==> config.mk <==
export PLATFORM = sky130hd
export DESIGN_NAME = pc_redirect_ctrl
export DESIGN_NICKNAME = d
export VERILOG_FILES = /design/src/rtl/pc_redirect_ctrl.sv
export SDC_FILE = /design/constraint.sdc
export NUM_CORES = 1
export LEC_CHECK = 0
export ABC_AREA = 1
export CAP_MARGIN = 10
export CORE_MARGIN = 4
export CORE_UTILIZATION = 47
export DETAILED_ROUTE_END_ITERATION = 8
export GPL_ROUTABILITY_DRIVEN = 0
export PLACE_DENSITY = 0.86
export SLEW_MARGIN = 10
export SYNTH_ARGS = -nofsm -noshare
export SYNTH_HDL_FRONTEND = slang
export SYNTH_SLANG_ARGS = --single-unit
==> constraint.sdc <==
create_clock -name i_clk -period 3.25 [get_ports i_clk]
set_input_delay 0.4875 -clock i_clk [delete_from_list [all_inputs] [get_ports i_clk]]
set_output_delay 0.4875 -clock i_clk [all_outputs]
set_load 0.1 [all_outputs]
==> src/rtl/pc_redirect_ctrl.sv <==
// Control-flow redirect sequencer: captures EX-stage branch/jump outcomes, drives the
// fetch redirect handshake, flushes wrong-path pipeline registers and counts redirects.
module pc_redirect_ctrl #(
    parameter int WIDTH     = 32,
    parameter int CNT_WIDTH = 16
) (
    input  logic                 i_clk,
    input  logic                 i_rst,
    input  logic                 i_ex_valid,
    input  logic                 i_stall,
    input  logic [1:0]           i_pcsrc,
    input  logic [WIDTH-1:0]     i_branch_target,
    input  logic [WIDTH-1:0]     i_jalr_target,
    input  logic                 i_imem_ready,
    output logic                 o_redirect_valid,
    output logic [WIDTH-1:0]     o_redirect_pc,
    output logic                 o_flush_ifid,
    output logic                 o_flush_idex,
    output logic                 o_hold_fetch,
    output logic                 o_misalign,
    output logic [CNT_WIDTH-1:0] o_redirect_cnt
);

    // state    | meaning
    // RUN      | normal fetch, waiting for a taken branch/jump in EX
    // REDIRECT | requesting new PC from fetch, front end held and flushed
    // DRAIN    | one cycle squashing the fetch issued from the old PC
    localparam logic [1:0] ST_RUN      = 2'd0;
    localparam logic [1:0] ST_REDIRECT = 2'd1;
    localparam logic [1:0] ST_DRAIN    = 2'd2;

    logic [1:0]           state_q,    state_d;
    logic [WIDTH-1:0]     target_q,   target_d;
    logic                 misalign_q, misalign_d;
    logic [CNT_WIDTH-1:0] cnt_q,      cnt_d;
    logic [WIDTH-1:0]     jalr_aligned;
    logic                 capture;

    assign jalr_aligned = i_jalr_target & ~WIDTH'(1);
    assign capture      = i_ex_valid && !i_stall && (i_pcsrc != 2'b00);

    always_comb begin
        state_d    = state_q;
        target_d   = target_q;
        misalign_d = 1'b0;
        cnt_d      = cnt_q;
        case (state_q)
            ST_RUN: begin
                if (capture) begin
                    target_d   = (i_pcsrc == 2'b11) ? jalr_aligned : i_branch_target;
                    misalign_d = target_d[1];
                    state_d    = ST_REDIRECT;
                end
            end
            ST_REDIRECT: begin
                if (i_imem_ready) begin
                    state_d = ST_DRAIN;
                    if (cnt_q != {CNT_WIDTH{1'b1}}) begin
                        cnt_d = cnt_q + CNT_WIDTH'(1);
                    end
                end
            end
            ST_DRAIN: state_d = ST_RUN;
            default:  state_d = ST_RUN;
        endcase
    end

    always_ff @(posedge i_clk or posedge i_rst) begin
        if (i_rst) begin
            state_q    <= ST_RUN;
            target_q   <= '0;
            misalign_q <= 1'b0;
            cnt_q      <= '0;
        end else begin
            state_q    <= state_d;
            target_q   <= target_d;
            misalign_q <= misalign_d;
            cnt_q      <= cnt_d;
        end
    end

    // Moore outputs; the PC bus reads zero outside REDIRECT.
    assign o_redirect_valid = (state_q == ST_REDIRECT);
    assign o_redirect_pc    = (state_q == ST_REDIRECT) ? target_q : '0;
    assign o_flush_ifid     = (state_q == ST_REDIRECT) || (state_q == ST_DRAIN);
    assign o_flush_idex     = (state_q == ST_REDIRECT);
    assign o_hold_fetch     = (state_q == ST_REDIRECT);
    assign o_misalign       = misalign_q;
    assign o_redirect_cnt   = cnt_q;

endmodule

Yosys cells after proc, flatten, opt, wreduce, memory -nomap -nowiden:

Cells that the tools add are included.

* eq/ne operators: 6
* order comparisons: 0
* shift operators: 0
* reduce and logical (&&, ||, !) cells: 9
* multiply operators: 0
* bitwise gates (word level): 0
* mux-type cells: 7
* div/mod/pow operators: 0
* add/sub/neg operators: 1

Operators by type and width (count)
* 32-bit 2-to-1 mux: 2
* 16-bit by 1-bit adder with 16-bit output (second input constant): 1
* 16-bit inequality test (second input constant): 1
* 2-bit == test (second input constant): 2
* 2-bit 2-to-1 mux: 2
* 2-bit inequality test (second input constant): 2
* 2-bit one-hot mux with 2 select lines: 1
* 2-bit AND reduction: 2
* 3-bit AND reduction: 1
* 2-bit by 1-bit == test with 1-bit output (second input constant): 1
* 1-bit logical AND: 2
* 2-bit zero test: 1
* 1-bit 2-to-1 mux: 2
* 2-bit nonzero test: 1
* 1-bit zero test: 1
* 1-bit logical OR: 1

* bits in read-only memories: 0
* input bits: 71
* memories: 0
* latch bits: 0
* word-level logic and storage cells: 27
* bits in writable memories: 0
* output and inout port bits: 53
* bits in registers: 51

Logic depth before layout (Yosys ltp):

Gate-level depths: netlist of run 1.

* depth in word-level cells: 5
* gate-level depth with buffers: 10
* mapped depth without buffers: 9

Worst setup path before layout of run 1:

Ideal clock, no wire load.

* path kind: reg-to-output
* start: reg state_q[1]
* end: out o_redirect_pc[25]
* setup slack: 268 ps
* cell stages (with the launch flop): 7
* buffers on the path: 2
* arrival: 2495 ps
* data required time: 2762 ps
* path through: dfrtp_1 inv_1 ha_1 buf_2 clkbuf_1 nand2_1 inv_1

* word-level cells in the longest chain between the ends: 2

Ends and longest elaborated chain
* start, declared: line 32 `logic [1:0] state_q, state_d;`
* start signal, assigned: line 75 `state_q <= state_d;`
* 2-bit by 1-bit == test with 1-bit output
* named net o_flush_idex: line 18 `output logic o_flush_idex,`
* 32-bit 2-to-1 mux: line 84 `assign o_redirect_pc = (state_q == ST_REDIRECT) ? target_q : '0;`
* end, declared: line 16 `output logic [WIDTH-1:0] o_redirect_pc,`

The timed path passes the listed nets, and every way through them passes these cells.

Final worst setup path of run 1:

* start: reg cnt_q[14] (netlist: o_redirect_cnt[14])
* end: out o_redirect_cnt[14]

RTL lines
* start, declared: line 35 `logic [CNT_WIDTH-1:0] cnt_q, cnt_d;`
* start signal, assigned: line 78 `cnt_q <= cnt_d;`
* end, declared: line 21 `output logic [CNT_WIDTH-1:0] o_redirect_cnt`

No word-level cell between the ends.

==> results.json, run 1 <==
{
  "status": "finished, final reports clean",
  "synthesis.area_per_instance_um2": 6.71,
  "worst-endpoint-required_ns": 2.76,
  "routed-wl-met2_mm": 3.93,
  "initial_utilization_pct": 48.1,
  "timing.slew.headroom_pct": 30.0,
  "p_leak_nw": 2.47,
  "remaining_drc_errors": 0,
  "criticalPathCategory": "flip-flop to primary output",
  "synth_fp_nets": 527,
  "synthesis.instances": 453,
  "cp_num_cells": 1,
  "grtUsageTotal_pct": 21.0,
  "die-area_um2": 7820,
  "setup-tns-final_ns": 0,
  "top_signal_layer_used": "met4",
  "yosysUniqueCellTypes": 22,
  "fin_crit_sh_pct": 72.3,
  "tightestPinTransition_ns": 1.05,
  "synthesis.area_um2": 3040,
  "clk_transition_reported_paths_ns": 0.09,
  "drtIter0Drc": 123,
  "synth-warning-count": 0,
  "post_route_cells_drive_above_1_share_pct": 12.2,
  "worstRegToRegCells": 10,
  "worst_r2r_startpoint": "state_q[1]",
  "worst_path_largest_cell_delay_ns": 1.15,
  "layout.filler_cells": 542,
  "critical_path_cell_with_the_highest_stage_delay": "sky130_fd_sc_hd__clkdlybuf4s50_1",
  "ctsRootBufferMaster": "sky130_fd_sc_hd__clkbuf_8",
  "post_layout_nonfiller_instances": 642,
  "drt-wirelength-per-cell_um": 12.2,
  "crit_end": "o_redirect_cnt[14]",
  "r2r_setup_slack_ns": 1.31,
  "drt-vias-per-instance": 4.85,
  "hpwl_mm": 5.97,
  "m1WireLength_mm": 3.08,
  "worstPathArrival_ns": 1.86,
  "crit_path_cell_trace": "clkdlybuf4s50_1",
  "core_area_um2": 6310,
  "cts_buffers": 5,
  "cts_max_level": 2,
  "ant_nets": 0,
  "dpl_worst_slack_ns": 0.947,
  "cts.repair_timing.setup_buffer_count": 0,
  "area_delta_synth_final_pct": 44.5,
  "yosys_register_bits": 51,
  "cts_tree": "done",
  "fmax_mhz": 426,
  "ir_worst_vdd_mv": 0.753,
  "setup_viol": 0,
  "initial_antenna_violation_count": 0,
  "dr.pass1.iters": 4,
  "hold_violations": 0,
  "rr_endpoint": "o_redirect_cnt[15]",
  "dpl.cell_count": 636,
  "ios": 124,
  "grt_max_degree": 63,
  "worstPathMaxFanout": 4,
  "worstSkewPairLatency_ns": 0.30,
  "maxCapViolCount": 0,
  "dieHeight_um": 88.4,
  "cts_hold_buf": 0,
  "totalPowerFinal_mw": 3.80,
  "layout_min_cycle_time_ns": 2.35,
  "max_slew_violation_count": 0,
  "worst_path_dominant_cell_family": "buffers and inverters",
  "wl_mm": 7.85,
  "number_of_global_route_vias_before_repair": 2958,
  "finish.net_count": 640,
  "timing.clock.skew_ns": 0.00665,
  "die_x_um": 88.4,
  "grt_overflow_total": 0,
  "clock_sinks": 51,
  "dr_wl_met3_um": 757,
  "rsz0062_at_grt": "no",
  "num_antenna_cells": 0,
  "worstSetupStartpointType": "flip-flop",
  "setup_slack_ns": 0.902,
  "grt_first_pass_wirelength_mm": 13.0,
  "clock_tree.buffer_depth": 2,
  "critPathCaptureType": "primary output",
  "floorplan.rows": 29,
  "critical_path.startpoint": "o_redirect_cnt[14]",
  "timing.critical_path.buf_inv": 1,
  "cts_resized": 0,
  "part_of_the_yosys_area_used_for_sequential_elements_pct": 42.0,
  "holdCritPathClass": "flip-flop to flip-flop",
  "port_buffers": 122,
  "power_density_nw_per_um2": 865,
  "via_count": 3111
}
-- worst reg2reg max path, cell delays in order, from the launching register on --
cell and delay, ns:
sky130_fd_sc_hd__dfrtp_1 0.39, sky130_fd_sc_hd__inv_1 0.08, sky130_fd_sc_hd__ha_1 0.14, sky130_fd_sc_hd__buf_4 0.34, sky130_fd_sc_hd__nand2_1 0.22, sky130_fd_sc_hd__nor2_1 0.23, sky130_fd_sc_hd__nand2_1 0.11, sky130_fd_sc_hd__nor2_1 0.14
sky130_fd_sc_hd__nand2_1 0.07, sky130_fd_sc_hd__nand2_1 0.06, sky130_fd_sc_hd__nand2_1 0.05
-- through the flow --
stage               utilization, %  hold slack, ns  instance area, µm²
finish                        69.5           0.485                4390
global route                  69.5           0.508                4390
CTS                           69.5           0.488                4390
detailed placement            68.4           0.467                4320
global placement              68.4           0.460                4320
floorplan                        -           0.442                3040
-- cells in the mapped netlist --
master                     count  area share (%)
sky130_fd_sc_hd__inv_2         2            0.25
sky130_fd_sc_hd__nor2_2        2            0.41
sky130_fd_sc_hd__buf_4         2            0.49
sky130_fd_sc_hd__ha_1          3             1.2
sky130_fd_sc_hd__xnor2_1       1            0.29
sky130_fd_sc_hd__nand3b_1      1            0.25
sky130_fd_sc_hd__o21ai_0       3            0.49
sky130_fd_sc_hd__clkbuf_1     11             1.4
sky130_fd_sc_hd__nor2_4        2            0.74
sky130_fd_sc_hd__nor2_1       22             2.7
sky130_fd_sc_hd__o21ai_4       1            0.54
sky130_fd_sc_hd__nand2_1     210              26
sky130_fd_sc_hd__nand4_1       4            0.82
sky130_fd_sc_hd__inv_1        83              10
sky130_fd_sc_hd__o211ai_1     30             7.4
sky130_fd_sc_hd__nand2_2       2            0.41
sky130_fd_sc_hd__xor2_1        3            0.86
sky130_fd_sc_hd__o21ai_1       1            0.16
sky130_fd_sc_hd__dfrtp_1      51              42
sky130_fd_sc_hd__nand4_2       1            0.41
sky130_fd_sc_hd__nand3_1      13             2.1
sky130_fd_sc_hd__buf_2         5            0.82
-- cell type report --
cell class	count	area (µm²)	area share (%)
Timing Repair Buffer	124	1260	28.7
Inverter	85	319	7.27
Clock buffer	6	72.6	1.65
Sequential cell	51	1280	29.1
Tap cell	77	96.3	2.19
Multi-Input combinational cell	299	1370	31.1
-- layer usage --
metal  vias to the layer above  track usage [%]
met5                         -                0
met1                      1417             25.0
met4                         0             6.04
met2                       105             36.3
met3                        10             6.98
li1                       1579                -
-- how the worst min path moves through the flow --
| stage | cells past startpoint | slack (ns) | startpoint | end |
|---|---|---|---|---|
| after detailed placement | 2 | 0.47 | target_q[20] | target_q[20] |
| after global placement | 2 | 0.46 | state_q[1] | state_q[1] |
| final | 2 | 0.48 | target_q[8] | target_q[8] |
| after global routing | 2 | 0.51 | target_q[8] | target_q[8] |
| after CTS | 2 | 0.49 | target_q[28] | target_q[28] |
| after floorplan | 2 | 0.44 | state_q[1] | state_q[1] |
-- placed cells by master, fill, tap and decap left out, drive strengths merged --
cell           instances
o21ai                  5
nand2                212
nand3                 13
dfrtp                 51
buf                   52
nor2                  26
xor2                   3
o211ai                30
clkdlybuf4s50         72
xnor2                  1
ha                     3
clkbuf                 6
inv                   85
nand4                  5
nand3b                 1
-- sequential cells by signal, summed over array words and instances, names as in the netlist --
name,count
state_q,2
o_redirect_cnt,16
target_q,32
o_misalign,1
-- power breakdown --
part	total, mW	switching [mW]	internal [mW]	leakage (nW)
Combinational	2.43	1.82	0.616	1.78
Sequential	1.03	0.159	0.870	0.654
Clock	0.336	0.192	0.144	0.0371
Total	3.80	2.17	1.63	2.47
-- logic make-up (layout without fill, tap and decap cells) --
group,count (synthesis),after routing,synth area share [%]
simple gates,257,257,33.8
buf+inv,103,215,13.2
flops,51,51,42.0
compound gates,35,35,8.60
xor+xnor,4,4,1.15
fa+ha+maj,3,3,1.24
(Power assumes the default switching activity.)
==> inputs of run 2 (changes only) <==
- CORE_UTILIZATION: 47 -> 39
- PLACE_DENSITY: 0.86 -> 0.77
- clock period: 3.25 -> 2 ns (I/O delays scaled with it)
==> results.json, run 2 (synthesis gave the netlist of run 1 again) <==
{
  "status": "finished, final reports clean",
  "hpwl_mm": 6.91,
  "remaining_drc_errors": 0,
  "hold_violations": 0,
  "drt-vias-per-instance": 4.75,
  "setup_viol": 0,
  "post_layout_nonfiller_instances": 670,
  "grtUsageTotal_pct": 19.1,
  "fin_worst_hold_slack_ns": 0.301,
  "share_seq_of_total_power_pct": 23.8,
  "die-area_um2": 9270,
  "layout_min_cycle_time_ns": 1.88,
  "p_leak_nw": 2.30,
  "via_count": 3183,
  "finish.utilization_pct": 66.4,
  "ir_worst_vdd_mv": 1.12,
  "ant_nets": 0,
  "timing.slew.headroom_pct": 59.6,
  "initial_antenna_violation_count": 0,
  "clock_tree.buffer_depth": 2,
  "maxCapViolCount": 0,
  "port_buffers": 122,
  "tightestPinTransition_ns": 0.605,
  "worst-endpoint-required_ns": 1.70,
  "finish.net_count": 644,
  "post_route_cells_drive_above_1_share_pct": 19.4,
  "fmax_mhz": 531,
  "criticalPathCategory": "flip-flop to primary output",
  "dpl.cell_count": 662,
  "num_antenna_cells": 0,
  "max_slew_violation_count": 0,
  "number_of_global_route_vias_before_repair": 3036,
  "clock_sinks": 51,
  "cts_tree": "done",
  "worstPathMaxFanout": 35,
  "ios": 124,
  "worstPathArrival_ns": 1.58,
  "area_delta_synth_final_pct": 61.8,
  "worstSkewPairLatency_ns": 0.31,
  "power_density_nw_per_um2": 1420,
  "drtIter0Drc": 101,
  "cts_hold_buf": 0,
  "fin_crit_sh_pct": 94.2,
  "grt_first_pass_wirelength_mm": 13.9,
  "largest_register_ff_count": 32,
  "ctsRootBufferMaster": "sky130_fd_sc_hd__clkbuf_8",
  "p_sw_share_pct": 54.2,
  "cts_max_level": 2,
  "place_area_um2": 4830,
  "drt-wirelength-per-cell_um": 13.4,
  "clk_transition_reported_paths_ns": 0.10,
  "rsz0062_at_grt": "no",
  "core_area_um2": 7410,
  "floorplan.rows": 31,
  "power.share.clock_pct": 8.6,
  "critPathCaptureType": "primary output",
  "registers.top_by_ff_count": "target_q",
  "wl_mm": 8.97,
  "initial_utilization_pct": 41.0,
  "grt_overflow_total": 0,
  "layout.cell_area.non_filler_um2": 4920,
  "dr.pass1.iters": 6,
  "cts_resized": 0,
  "totalPowerFinal_mw": 7.00,
  "grt_max_degree": 43,
  "net_switching_power_mw": 3.79,
  "combinationalPowerShare_pct": 67.6,
  "worstSetupStartpointType": "flip-flop",
  "timing.clock.skew_ns": 0.0114,
  "cts.repair_timing.setup_buffer_count": 0,
  "die_x_um": 96.3,
  "leading_cell_type_in_the_layout_fill_and_taps_excluded": "sky130_fd_sc_hd__nand2_1",
  "internal-power_mw": 3.21,
  "cts_buffers": 5,
  "holdCritPathClass": "input port to asynchronous set/reset pin",
  "dieHeight_um": 96.3,
  "final_cell_mix": "sky130_fd_sc_hd__nand2_1, sky130_fd_sc_hd__clkdlybuf4s50_1, sky130_fd_sc_hd__inv_1"
}
## run 2: through the flow
| stage | TNS [ns] | setup slack [ns] |
|---|---|---|
| final | 0 | 0.117 |
| after global routing | 0 | 0.0161 |
| after CTS | 0 | 0.0856 |
| after detailed placement | 0 | 0.0500 |
| after global placement | 0 | 0.0837 |
| after floorplan | -1.24 | -0.0621 |
## run 2: final timing paths
check                                endpoint  slack [ns]  cells after the start              start
setup / recovery            o_redirect_pc[10]        0.12                      6         state_q[1]
hold / removal             o_redirect_cnt[12]        0.30                      2              i_rst
setup reg to reg            o_redirect_cnt[8]        0.36                      8  o_redirect_cnt[0]
hold reg to reg                  target_q[10]        0.49                      2       target_q[10]
max in group asynchronous        target_q[11]        1.17                      3              i_rst
min in group i_clk               target_q[10]        0.49                      2       target_q[10]
## run 2: power groups by stage
stage                     Combinational (mW)  Sequential, mW  Clock, mW
after global placement                  4.70            1.66          0
after global routing                    4.95            1.72      0.668
after floorplan                         2.91            1.90          0
after CTS                               4.78            1.66      0.625
final                                   4.73            1.67      0.599
after detailed placement                4.77            1.68          0
## run 2: routing by layer
layer	wire, µm	up-vias	GRT usage (%)
li1	-	1596	-
met3	816	9	4.14
met5	0	-	0
met4	118	0	4.50
met1	3690	1463	23.1
met2	4340	115	34.3
## run 2: area by class of cell
cell class                 count  area [µm²]
inverter                      85         432
sequential                    51        1280
tap                           99         124
fill                         602        2490
clock inverter                 2        12.5
multi-input combinational    299        1380
timing repair buffer         128        1620
clock buffer                   6        72.6
## run 2: critical path, stage by stage (launching register included)
cell                         delay (ns)
sky130_fd_sc_hd__dfrtp_1           0.39
sky130_fd_sc_hd__inv_1             0.11
sky130_fd_sc_hd__ha_4              0.16
sky130_fd_sc_hd__buf_12            0.21
sky130_fd_sc_hd__nand2_1           0.13
sky130_fd_sc_hd__clkinvlp_4        0.10
sky130_fd_sc_hd__buf_12            0.17
==> inputs of run 3 (changes only) <==
- CORE_ASPECT_RATIO: default -> 1.2
- CTS_CLUSTER_DIAMETER: default -> 120
==> results.json, run 3 (synthesis gave the netlist of run 1 again) <==
{
  "cts_hold_buf": 0,
  "area_delta_synth_final_pct": 62.6,
  "clock_tree.buffer_depth": 2,
  "registers.top_by_ff_count": "target_q",
  "worstRegToRegCells": 10,
  "criticalPathCategory": "flip-flop to primary output",
  "grt_max_degree": 52,
  "rsz0062_at_grt": "no",
  "worstPathArrival_ns": 1.54,
  "drt-vias-per-instance": 4.69,
  "die-area_um2": 9270,
  "maxCapViolCount": 0,
  "crit_path_cell_trace": "inv_1 > ha_4 > buf_4 > nand2_1 > clkinvlp_4 > buf_12",
  "status": "finished, final reports clean",
  "largest_register_ff_count": 32,
  "dpl_worst_slack_ns": 0.158,
  "totalPowerFinal_mw": 7.05,
  "critical_path_cell_with_the_highest_stage_delay": "sky130_fd_sc_hd__dfrtp_1",
  "dr.pass1.iters": 4,
  "cts_buffers": 5,
  "ir_worst_vdd_mv": 1.06,
  "wl_mm": 8.59,
  "fmax_mhz": 542,
  "final_cell_mix": "sky130_fd_sc_hd__nand2_1, sky130_fd_sc_hd__clkdlybuf4s50_1, sky130_fd_sc_hd__inv_1",
  "floorplan.rows": 35,
  "cp_num_cells": 6,
  "grt_first_pass_wirelength_mm": 14.1,
  "grt_overflow_total": 0,
  "layout.filler_cells": 664,
  "leading_cell_type_in_the_layout_fill_and_taps_excluded": "sky130_fd_sc_hd__nand2_1",
  "worstSetupStartpointType": "flip-flop",
  "grtUsageTotal_pct": 18.9,
  "initial_utilization_pct": 39.9,
  "p_leak_nw": 2.33,
  "initial_antenna_violation_count": 0,
  "port_buffers": 122,
  "drt-wirelength-per-cell_um": 12.9,
  "ios": 124,
  "worst_r2r_startpoint": "state_q[1]",
  "num_antenna_cells": 0,
  "drtIter0Drc": 93,
  "remaining_drc_errors": 0,
  "cts_max_level": 2,
  "post_route_cells_drive_above_1_share_pct": 20.0,
  "worst-endpoint-required_ns": 1.70,
  "critPathCaptureType": "primary output",
  "finish.net_count": 648,
  "cts.repair_timing.setup_buffer_count": 2,
  "tightestPinTransition_ns": 0.575,
  "worstSkewPairLatency_ns": 0.30,
  "via_count": 3122,
  "number_of_global_route_vias_before_repair": 3081,
  "timing.slew.headroom_pct": 61.6,
  "clk_transition_reported_paths_ns": 0.09,
  "setup_slack_ns": 0.155,
  "setup-tns-final_ns": 0,
  "worst_path_dominant_cell_family": "buffers and inverters",
  "layout_min_cycle_time_ns": 1.84,
  "dieHeight_um": 105,
  "holdCritPathClass": "input port to asynchronous set/reset pin",
  "worst_path_largest_cell_delay_ns": 0.39,
  "timing.clock.skew_ns": 0.00359,
  "fin_worst_hold_slack_ns": 0.362,
  "ant_nets": 0,
  "ctsRootBufferMaster": "sky130_fd_sc_hd__clkbuf_8",
  "layout.cell_area.non_filler_um2": 4940,
  "hpwl_mm": 6.59,
  "worstPathMaxFanout": 10,
  "power_density_nw_per_um2": 1430,
  "clock_sinks": 51,
  "hold_violations": 0,
  "critical_path.startpoint": "state_q[1]",
  "place_area_um2": 4830,
  "core_area_um2": 7620,
  "cts_resized": 0,
  "max_slew_violation_count": 0,
  "die_x_um": 88.6,
  "timing.critical_path.buf_inv": 4,
  "cts_tree": "done",
  "setup_viol": 0,
  "fin_crit_sh_pct": 92.2
}
==> run 3: changes by cell type in the layout (fill, tap and decap cells not counted), sizes merged <==
| cell | before | now |
|---|---|---|
| clkinvlp | 31 | 30 |
| buf | 59 | 63 |
==> run 3: worst paths after layout <==
kind                                      end  slack, ns
hold reg to reg                   target_q[5]       0.49
min in group i_clk                target_q[5]       0.49
hold / removal              o_redirect_cnt[5]       0.36
setup / recovery            o_redirect_pc[19]       0.16
max in group asynchronous   o_redirect_cnt[0]       1.37
setup reg to reg           o_redirect_cnt[15]       0.32
==> run 3: final cells by class <==
| cell class | count | area [µm²] | share of cell area [%] |
|---|---|---|---|
| multi-input combinational | 299 | 1380 | 27.9 |
| clock inverter | 1 | 5.00 | 0.101 |
| tap | 92 | 115 | 2.33 |
| timing repair buffer | 132 | 1650 | 33.4 |
| sequential | 51 | 1280 | 25.9 |
| inverter | 85 | 432 | 8.73 |
| clock buffer | 6 | 82.6 | 1.67 |
==> run 3: tightest hold or removal path: cells and delay by family <==
kind	cells	cell delay (ns)
buf+inv	3	0.75
==> run 3: metal layers <==
layer	vias up	wire, µm	global-route usage, %
li1	1605	-	-
met3	10	526	4.18
met2	82	4490	33.9
met4	0	113	5.29
met5	-	0	0
met1	1425	3450	22.2
==> run 3: through the flow <==
step	util, %	cells
3_5_place_dp	63.3	657
6_report	64.9	666
3_3_place_gp	63.3	657
5_1_grt	64.9	666
2_1_floorplan	-	453
4_1_cts	64.9	666
==> run 3: where the power goes <==
group          switching [mW]  internal, mW
clock                   0.328         0.272
sequential              0.246          1.42
combinational            3.18          1.60
total                    3.76          3.29
==> RTL change, RTL diff (config.mk and constraints of run 2) <==
Register the outputs `o_redirect_valid` and `o_redirect_pc`, without a reset; this adds one clock of latency there. The other outputs are not delayed to match.
--- a/src/rtl/pc_redirect_ctrl.sv
+++ b/src/rtl/pc_redirect_ctrl.sv
@@ -80,8 +80,10 @@
     end
 
     // Moore outputs; the PC bus reads zero outside REDIRECT.
-    assign o_redirect_valid = (state_q == ST_REDIRECT);
-    assign o_redirect_pc    = (state_q == ST_REDIRECT) ? target_q : '0;
+    always_ff @(posedge i_clk) begin
+        o_redirect_valid <= (state_q == ST_REDIRECT);
+        o_redirect_pc    <= (state_q == ST_REDIRECT) ? target_q : '0;
+    end
     assign o_flush_ifid     = (state_q == ST_REDIRECT) || (state_q == ST_DRAIN);
     assign o_flush_idex     = (state_q == ST_REDIRECT);
     assign o_hold_fetch     = (state_q == ST_REDIRECT);
Formal check against the unedited RTL: not equivalent (Yosys sat finds a counterexample within 4 cycles, from zero or initial values and one cycle with i_rst high).
==> RTL change against run 2 <==
  * Setup slack better by 100 ps
  * Largest cell class is now sequential cells
  * Total power grew 9.2%
  * Synthesized cell count up 7.3%
  * Sequential share of layout area rose by 11 points
  * Sequential cell count rose by 33
  * Cell area grew 6.7%
  * Sequential power rose by 53%
  * Core utilization down 9.6 points
  * Routed wire length decreased by 3.9%
  * Non-clock buffer count up 3
  * Area after synthesis grew 22%
  * Via count rose by 2.7%
==> RTL change: results (changes against run 2) <==
| Metric | Value |
|---|---|
| Ys async rst share | 0.607 (-0.393) |
| Maximum vdd drop | 1.12 mV (+0.17%) |
| Status | completed |
| Htree depth | 3 (+1) |
| DR vias | 3,269 (+2.7%) |
| Worst Tran Pin Value | 557 ps (-48.0 ps) |
| Layout Skew | 9.83 ps (-1.57 ps) |
| P_leak | 2.87 nW (+25%) |
| TritonCTS Buffers | 9 (+4) |
| Ranking of synthesized cells by area | dfrtp_1 (34%), nand2_1 (22%), dfxtp_1 (18%) |
| Register area share after synthesis | 0.522 (+0.102) |
| Dpl ws | 220 ps (+170 ps) |
| Share of cells above drive strength 1 | 0.151 (-0.0429) |
| Synth Net Count | 560 (+6.3%) |
| Yosys top cell area share | 0.344 (-0.0760) |
| Violation count after the first detailed-route iteration | 54 (-47%) |
| Nets | 683 (+6.1%) |
| Met3 WL | 579 microns (-29%) |
| Clock latency on the worst-skew pair | 350 ps (+40 ps) |
| End point of the critical path | o_flush_idex |
| WL met2 | 4120 microns (-5.2%) |
| Crit path max fanout | 17 (-51%) |
| Gr usage total | 0.161 (-0.0304) |
| R2r endpoint | o_redirect_cnt[1]$_DFFE_PP0P_ |
| Reg2Reg Depth | 7 (-1) |
| Wire per inst | 11.6 microns (-13%) |
| Vias in the first global route | 3,172 (+4.5%) |
[RTL change: cell count changes in the layout (fill, tap and decap cells not counted), sizes merged]
cell             run 2  this run
clkbuf               6        10
buf                 59        62
nor2                26        23
nand3               13        12
nand2              212       215
dfxtp                0        33
clkinv               1         0
nand3b               1         2
inv                 55        86
clkinvlp            31         2
bufinv               0         2
[RTL change: final cells by class]
type / count / area, sq um
Tap cell: 129 / 161
Sequential cell: 84 / 1940
Clock inverter: 6 / 95.1
Multi-Input combinational cell: 299 / 1370
Inverter: 84 / 315
Timing Repair Buffer: 131 / 1230
Clock buffer: 10 / 138
Fill cell: 845 / 3990
[RTL change: how the worst min path moves through the flow]
stage	start	end	slack, ps	cells after the start
floorplan	target_q[0]$_DFFE_PP0P_	o_redirect_pc[0]$_SDFF_PN0_	430	2
finish	i_rst	o_redirect_cnt[8]$_DFFE_PP0P_	320	2
CTS	i_rst	o_redirect_cnt[8]$_DFFE_PP0P_	330	2
global route	i_rst	o_redirect_cnt[7]$_DFFE_PP0P_	360	2
detailed placement	target_q[23]$_DFFE_PP0P_	o_redirect_pc[23]$_SDFF_PN0_	440	2
global placement	target_q[28]$_DFFE_PP0P_	o_redirect_pc[28]$_SDFF_PN0_	440	2
[RTL change: repair_timing]
action | 4_1_cts | 5_1_grt
hold buffers | 0 | 0
setup buffers | 0 | 0
endpoints found under the setup margin | 0 | 1
resized for setup | 0 | 1
[RTL change: worst max-delay path: stages (launching register included)]
cell and delay (ps):
dfrtp_1 380, inv_1 90, ha_2 200, buf_4 240, buf_12 210
[RTL change: cell families after synthesis]
kind of cell               share of synthesized area
and+or+nand+nor                                0.279
xor gates and xnor gates                     0.00944
buffers and inverters                          0.111
adders and majority gates                     0.0101
DFF                                            0.522
AOI/OAI and AO/OA                             0.0684
[RTL change: power breakdown]
part	leakage, nW	switching, W	internal [W]
registers	0.921	0.000294	0.00227
logic	1.84	0.00275	0.000938
clock network	0.111	0.000641	0.000750
[RTL change: per-layer routing]
metal | GRT usage | vias up
met5 | 0 | -
met4 | 0.0527 | 0
met3 | 0.0410 | 9
met2 | 0.278 | 90
met1 | 0.195 | 1459
li1 | - | 1711
[RTL change: stage by stage]
step                total power (W)  cells
detailed placement          0.00632    727
finish                      0.00764    743
CTS                         0.00772    743
global route                0.00808    743
global placement            0.00625    727
floorplan                   0.00535    486
